File: config.mk
export PLATFORM = sky130hd
export DESIGN_NAME = dmem_arbiter
export DESIGN_NICKNAME = d
export VERILOG_FILES = /design/src/rtl/dmem_arbiter.sv
export SDC_FILE = /design/constraint.sdc
export NUM_CORES = 1
export LEC_CHECK = 0
export CORE_AREA = 2 2 90 92
export DETAILED_ROUTE_END_ITERATION = 8
export DIE_AREA = 0 0 92 94
export HOLD_SLACK_MARGIN = 0.12
export PLACE_DENSITY_LB_ADDON = 0.25
export SYNTH_ARGS = -nofsm -noshare
export SYNTH_HDL_FRONTEND = slang
export SYNTH_SLANG_ARGS = --single-unit
File: constraint.sdc
create_clock -name clk -period 3.4 [get_ports clk]
set_clock_uncertainty 0.1 [all_clocks]
set_input_delay 1.02 -clock clk [delete_from_list [all_inputs] [get_ports clk]]
set_output_delay 1.02 -clock clk [all_outputs]
set_load 0.01 [all_outputs]
File: src/rtl/dmem_arbiter.sv
// rtl/dmem_arbiter.sv - two-master arbiter for the single-port data RAM with hold-limited locked bursts
// Optional DMEM_ARB_RR_EN selects round-robin contention; undefined gives fixed priority to master 0.
module dmem_arbiter #(
  parameter int AW       = 10,
  parameter int DW       = 32,
  parameter int MAX_LOCK = 16
) (
  input  logic          clk,
  input  logic          rst,
  input  logic          m0_req,
  input  logic          m0_we,
  input  logic          m0_lock,
  input  logic [AW-1:0] m0_addr,
  input  logic [DW-1:0] m0_wdata,
  output logic          m0_gnt,
  output logic          m0_rvalid,
  output logic [DW-1:0] m0_rdata,
  input  logic          m1_req,
  input  logic          m1_we,
  input  logic          m1_lock,
  input  logic [AW-1:0] m1_addr,
  input  logic [DW-1:0] m1_wdata,
  output logic          m1_gnt,
  output logic          m1_rvalid,
  output logic [DW-1:0] m1_rdata,
  output logic          mem_wea,
  output logic [AW-1:0] mem_addr,
  output logic [DW-1:0] mem_wdata,
  input  logic [DW-1:0] mem_rdata
);

  typedef enum logic [1:0] {OWN_NONE, OWN_P0, OWN_P1} owner_t;

  localparam logic [7:0] MAX_LCNT = 8'(MAX_LOCK);

  owner_t     owner;
  logic [7:0] lcnt;
  logic [7:0] lcnt_nxt;
  logic [1:0] rd_tag;
  logic       gnt0;
  logic       gnt1;
  logic       m0_wins;
  logic       own_is1;
  logic       own_req;
  logic       own_lock;
  logic       forced;

`ifdef DMEM_ARB_RR_EN
  logic rr_last;

  // The master not recorded in rr_last wins a contended cycle.
  assign m0_wins = rr_last;

  always_ff @(posedge clk) begin
    if (rst) begin
      rr_last <= 1'b1;
    end else if (gnt0) begin
      rr_last <= 1'b0;
    end else if (gnt1) begin
      rr_last <= 1'b1;
    end
  end
`else
  logic fr_hold0;

  // After master 0 hits the hold limit, master 1 wins the next contended cycle.
  assign m0_wins = !fr_hold0;

  always_ff @(posedge clk) begin
    if (rst) begin
      fr_hold0 <= 1'b0;
    end else begin
      fr_hold0 <= forced && (owner == OWN_P0);
    end
  end
`endif

  always_comb begin
    gnt0 = 1'b0;
    gnt1 = 1'b0;
    if (!rst) begin
      case (owner)
        OWN_P0:  gnt0 = m0_req;
        OWN_P1:  gnt1 = m1_req;
        default: begin
          if (m0_req && m1_req) begin
            gnt0 = m0_wins;
            gnt1 = !m0_wins;
          end else begin
            gnt0 = m0_req;
            gnt1 = m1_req;
          end
        end
      endcase
    end
  end

  assign own_is1  = (owner == OWN_P1);
  assign own_req  = own_is1 ? m1_req : m0_req;
  assign own_lock = own_is1 ? m1_lock : m0_lock;
  assign lcnt_nxt = lcnt + 8'd1;
  // Under ownership the owner's req implies its grant, so req & lock is a granted locked access.
  assign forced   = (owner != OWN_NONE) && own_req && own_lock && (lcnt_nxt == MAX_LCNT);

  always_ff @(posedge clk) begin
    if (rst) begin
      owner  <= OWN_NONE;
      lcnt   <= 8'd0;
      rd_tag <= 2'b00;
    end else begin
      rd_tag <= {gnt1 && !m1_we, gnt0 && !m0_we};
      case (owner)
        OWN_NONE: begin
          if (gnt0 && m0_lock) begin
            owner <= OWN_P0;
            lcnt  <= 8'd1;
          end else if (gnt1 && m1_lock) begin
            owner <= OWN_P1;
            lcnt  <= 8'd1;
          end
        end
        default: begin
          if (!own_req || !own_lock || forced) begin
            owner <= OWN_NONE;
            lcnt  <= 8'd0;
          end else begin
            lcnt  <= lcnt_nxt;
          end
        end
      endcase
    end
  end

  assign m0_gnt    = gnt0;
  assign m1_gnt    = gnt1;
  assign mem_wea   = (gnt0 && m0_we) || (gnt1 && m1_we);
  assign mem_addr  = gnt1 ? m1_addr : m0_addr;
  assign mem_wdata = gnt1 ? m1_wdata : m0_wdata;
  // Reset also masks a read tag captured before reset was asserted.
  assign m0_rvalid = rd_tag[0] && !rst;
  assign m1_rvalid = rd_tag[1] && !rst;
  assign m0_rdata  = mem_rdata;
  assign m1_rdata  = mem_rdata;

endmodule

==> results.toml <==
[run_status]
status = "finished with violations"
violations = "negative setup slack"

[die]
chipWidth_um = 92
die_y_um = 94
rows = 32
io_pins = 235
core-area_um2 = 7610
initial_utilization_pct = 24.1
dieArea_um2 = 8650

[drt]
drtAntennaViolNets = 0
drtIter0Drc = 75
via_per_inst = 4.32
drc = 0
dr.pass1.iters = 4
wl_per_cell_um = 16.9
num_vias = 1776
finalWirelength_um = 6930

[final_layout]
fill_cells = 723
multi_input_area_um2 = 1130
mostFrequentLayoutCell = "clkdlybuf4s50_1"
layout_common_cells = "clkdlybuf4s50_1, buf_6, mux2_4, mux2_2, buf_4"
area_growth_syn_to_layout_pct = 77.7
drive_gt1_share_pct = 40.1
final_nets = 439
final_area_um2 = 3260
diodes = 0
final-seq-area_um2 = 260

[clock_network]
clkSlewWorstSetupHoldPaths_ns = 0.06
cts_hold_buf = 0
clock_latency_ns = 0.24
cts_buffer_depth = 2
cts_tree = "done"
numCtsBuffers = 3
cts_num_sinks = 13
h-tree-depth = 1
cts-root-buf = "clkbuf_8"

[timing]
holdWs_ns = 0.436
period_needed_ns = 3.44
rsz0062_at_grt = "yes"
final-hold-violation-count = 0
max_freq_mhz = 291
max_slew.worst_pin.slew_ns = 0.380
finalCritPeriodShare_pct = 101
setup_slack_ns = -0.0380
slew_headroom_pct = 74.3
drv_slew = 0
setup_viol = 15
tns_ns = -0.246

[global_routing]
grt_pass1_wl_um = 10300
track_usage_pct = 15.2
grt.overflow.total = 0
grt_max_degree = 15
antenna_found_initial = 0
grt_pass1_vias = 1822

[yosys]
synth.cell_area_um2 = 1830
syn_inst = 213
avgSynthCellArea_um2 = 8.61
synth_nets = 342
synth-seq-cells = 13
synth_top_area_share_pct = 28.3
synth.largest_area_cell = "buf_4"
yosys.cell_types.count = 38
synth_area_leaders = "buf_4, mux2_2, dfxtp_1"
seq_area_frac_synth_pct = 14.2
synth_warnings = 0

[placement]
pre_cts_ws_ns = -0.726
routabilityCongestion = 0.775
placedInstanceArea_um2 = 2940
hpwl_um = 5220
numPortBuffers = 138

[critical_path]
worstPathArrival_ns = 2.32
crit_chain = "buf_6 -> nor3b_4 -> nor3_4 -> buf_6 -> buf_8 -> buf_12 -> mux2_4 -> buf_6"
r2r_slack_ns = 1.00
cpLargestDelayFamily = "buffers and inverters"
critical_path_class = "in -> out"
cp_common_cell = "buf_6"
cp.required_ns = 2.28
path_depth = 8
worstPathBufferInverterCount = 5
slowest_stage = "mux2_4"
cp-end-kind = "output pin"
ff2ff_path_depth = 11
critPathLaunchType = "primary input"
max_stage_delay_ns = 0.34
crit_path_max_fanout = 6

[flow_run]
cap_violations = 0

[power]
p_sw_share_pct = 27.9
p_int_mw = 0.503
p_total_mw = 0.697
seqPwrFrac_pct = 22.9
power_switching_mw = 0.194
p_clk_share_pct = 20.0
ir_drop_mv = 0.0849
p_per_area_nw_per_um2 = 214
cellLeakagePower_nw = 1.35
power_frac_comb_pct = 57.1

[min_path]
min_path_cells = 1
hold_path.class = "reg -> reg"
[Yosys cell counts]
| library cell | count |
|---|---|
| dfxtp_1 | 13 |
| clkbuf_1 | 1 |
| a41oi_1 | 1 |
| nor4b_1 | 2 |
| nor3_1 | 1 |
| nand3b_1 | 4 |
| or4b_1 | 1 |
| nor2b_1 | 3 |
| or2_2 | 1 |
| a311oi_1 | 1 |
| a221oi_2 | 1 |
| o21ai_0 | 2 |
| nor2_1 | 6 |
| a21oi_2 | 1 |
| mux2i_1 | 1 |
| nand2b_4 | 1 |
| nor3b_2 | 1 |
| a221oi_1 | 1 |
| a211oi_2 | 2 |
| ha_1 | 5 |
| nand2b_1 | 4 |
| o21ai_1 | 1 |
| a21o_1 | 2 |
| nor4_1 | 2 |
| a21oi_1 | 6 |
| mux2_2 | 42 |
| nor3_2 | 1 |
| nand3_1 | 8 |
| and3_1 | 1 |
| and2_1 | 1 |
| and2b_1 | 1 |
| a31oi_1 | 5 |
| a22oi_1 | 1 |
| buf_4 | 69 |
| a22o_1 | 1 |
| nand2_1 | 14 |
| buf_6 | 1 |
| inv_1 | 4 |
[flip-flops by register name (all words and copies together) (netlist names)]
register and count:
owner 2, rd_tag 2, lcnt 8, fr_hold0 1
[repair_timing]
action                                  CTS  global route
gates cloned                              5             0
pin swaps                                 1             1
endpoints found under the setup margin   47            42
resized for setup                       258             6
setup buffers                            11             2
[area by class of cell]
cell class              instances  share of cell area (%)
flip-flops and latches         13                    7.99
well taps                     102                    3.92
multi-input cells             125                    34.7
inverters                       4                   0.461
repair buffers                163                    51.5
clock buffers                   4                    1.38
[routing by layer]
layer | vias up | wire length [um] | GRT usage, %
met5 | - | 0 | 0
met4 | 0 | 13 | 2.36
met3 | 2 | 765 | 5.30
met2 | 88 | 3160 | 25.1
met1 | 815 | 2990 | 19.4
li1 | 871 | - | -
[worst paths after layout]
kind	from	end
max	m0_req	mem_addr[3]
min reg2reg	lcnt[7]	lcnt[7]
min	lcnt[7]	lcnt[7]
max reg2reg	owner[0]	lcnt[4]
[worst register-to-register path: stages (launching register included)]
cell and delay, ns:
dfxtp_1 0.33, inv_1 0.06, ha_1 0.35, nor3b_4 0.26, nor3_4 0.08, buf_4 0.19, buf_4 0.15, buf_4 0.13
a221oi_2 0.26, buf_4 0.19, nand2_1 0.06, a31oi_1 0.17
[power by group through the flow]
stage / Clock, mW / Combinational, mW / Sequential, mW
floorplan: 0 / 0.196 / 0.162
global placement: 0 / 0.342 / 0.163
detailed placement: 0 / 0.342 / 0.163
CTS: 0.145 / 0.411 / 0.160
global route: 0.151 / 0.421 / 0.160
finish: 0.140 / 0.398 / 0.160
[logic make-up (layout without fill, tap and decap cells)]
kind of cell / Yosys count / in the layout / synth area share, %
muxes: 43 / 43 / 26.3
DFF: 13 / 13 / 14.2
buffers and inverters: 75 / 171 / 29.9
AOI/OAI and AO/OA: 25 / 25 / 9.97
and+or+nand+nor: 52 / 52 / 16.2
adders and majority gates: 5 / 5 / 3.41
[stage by stage]
| stage | util, % | cells |
|---|---|---|
| after floorplan | - | 213 |
| after global placement | 38.6 | 395 |
| after detailed placement | 38.6 | 395 |
| after CTS | 43.8 | 414 |
| after global routing | 42.8 | 411 |
| final | 42.8 | 411 |
Note: power is estimated with default switching activity, not from simulation.
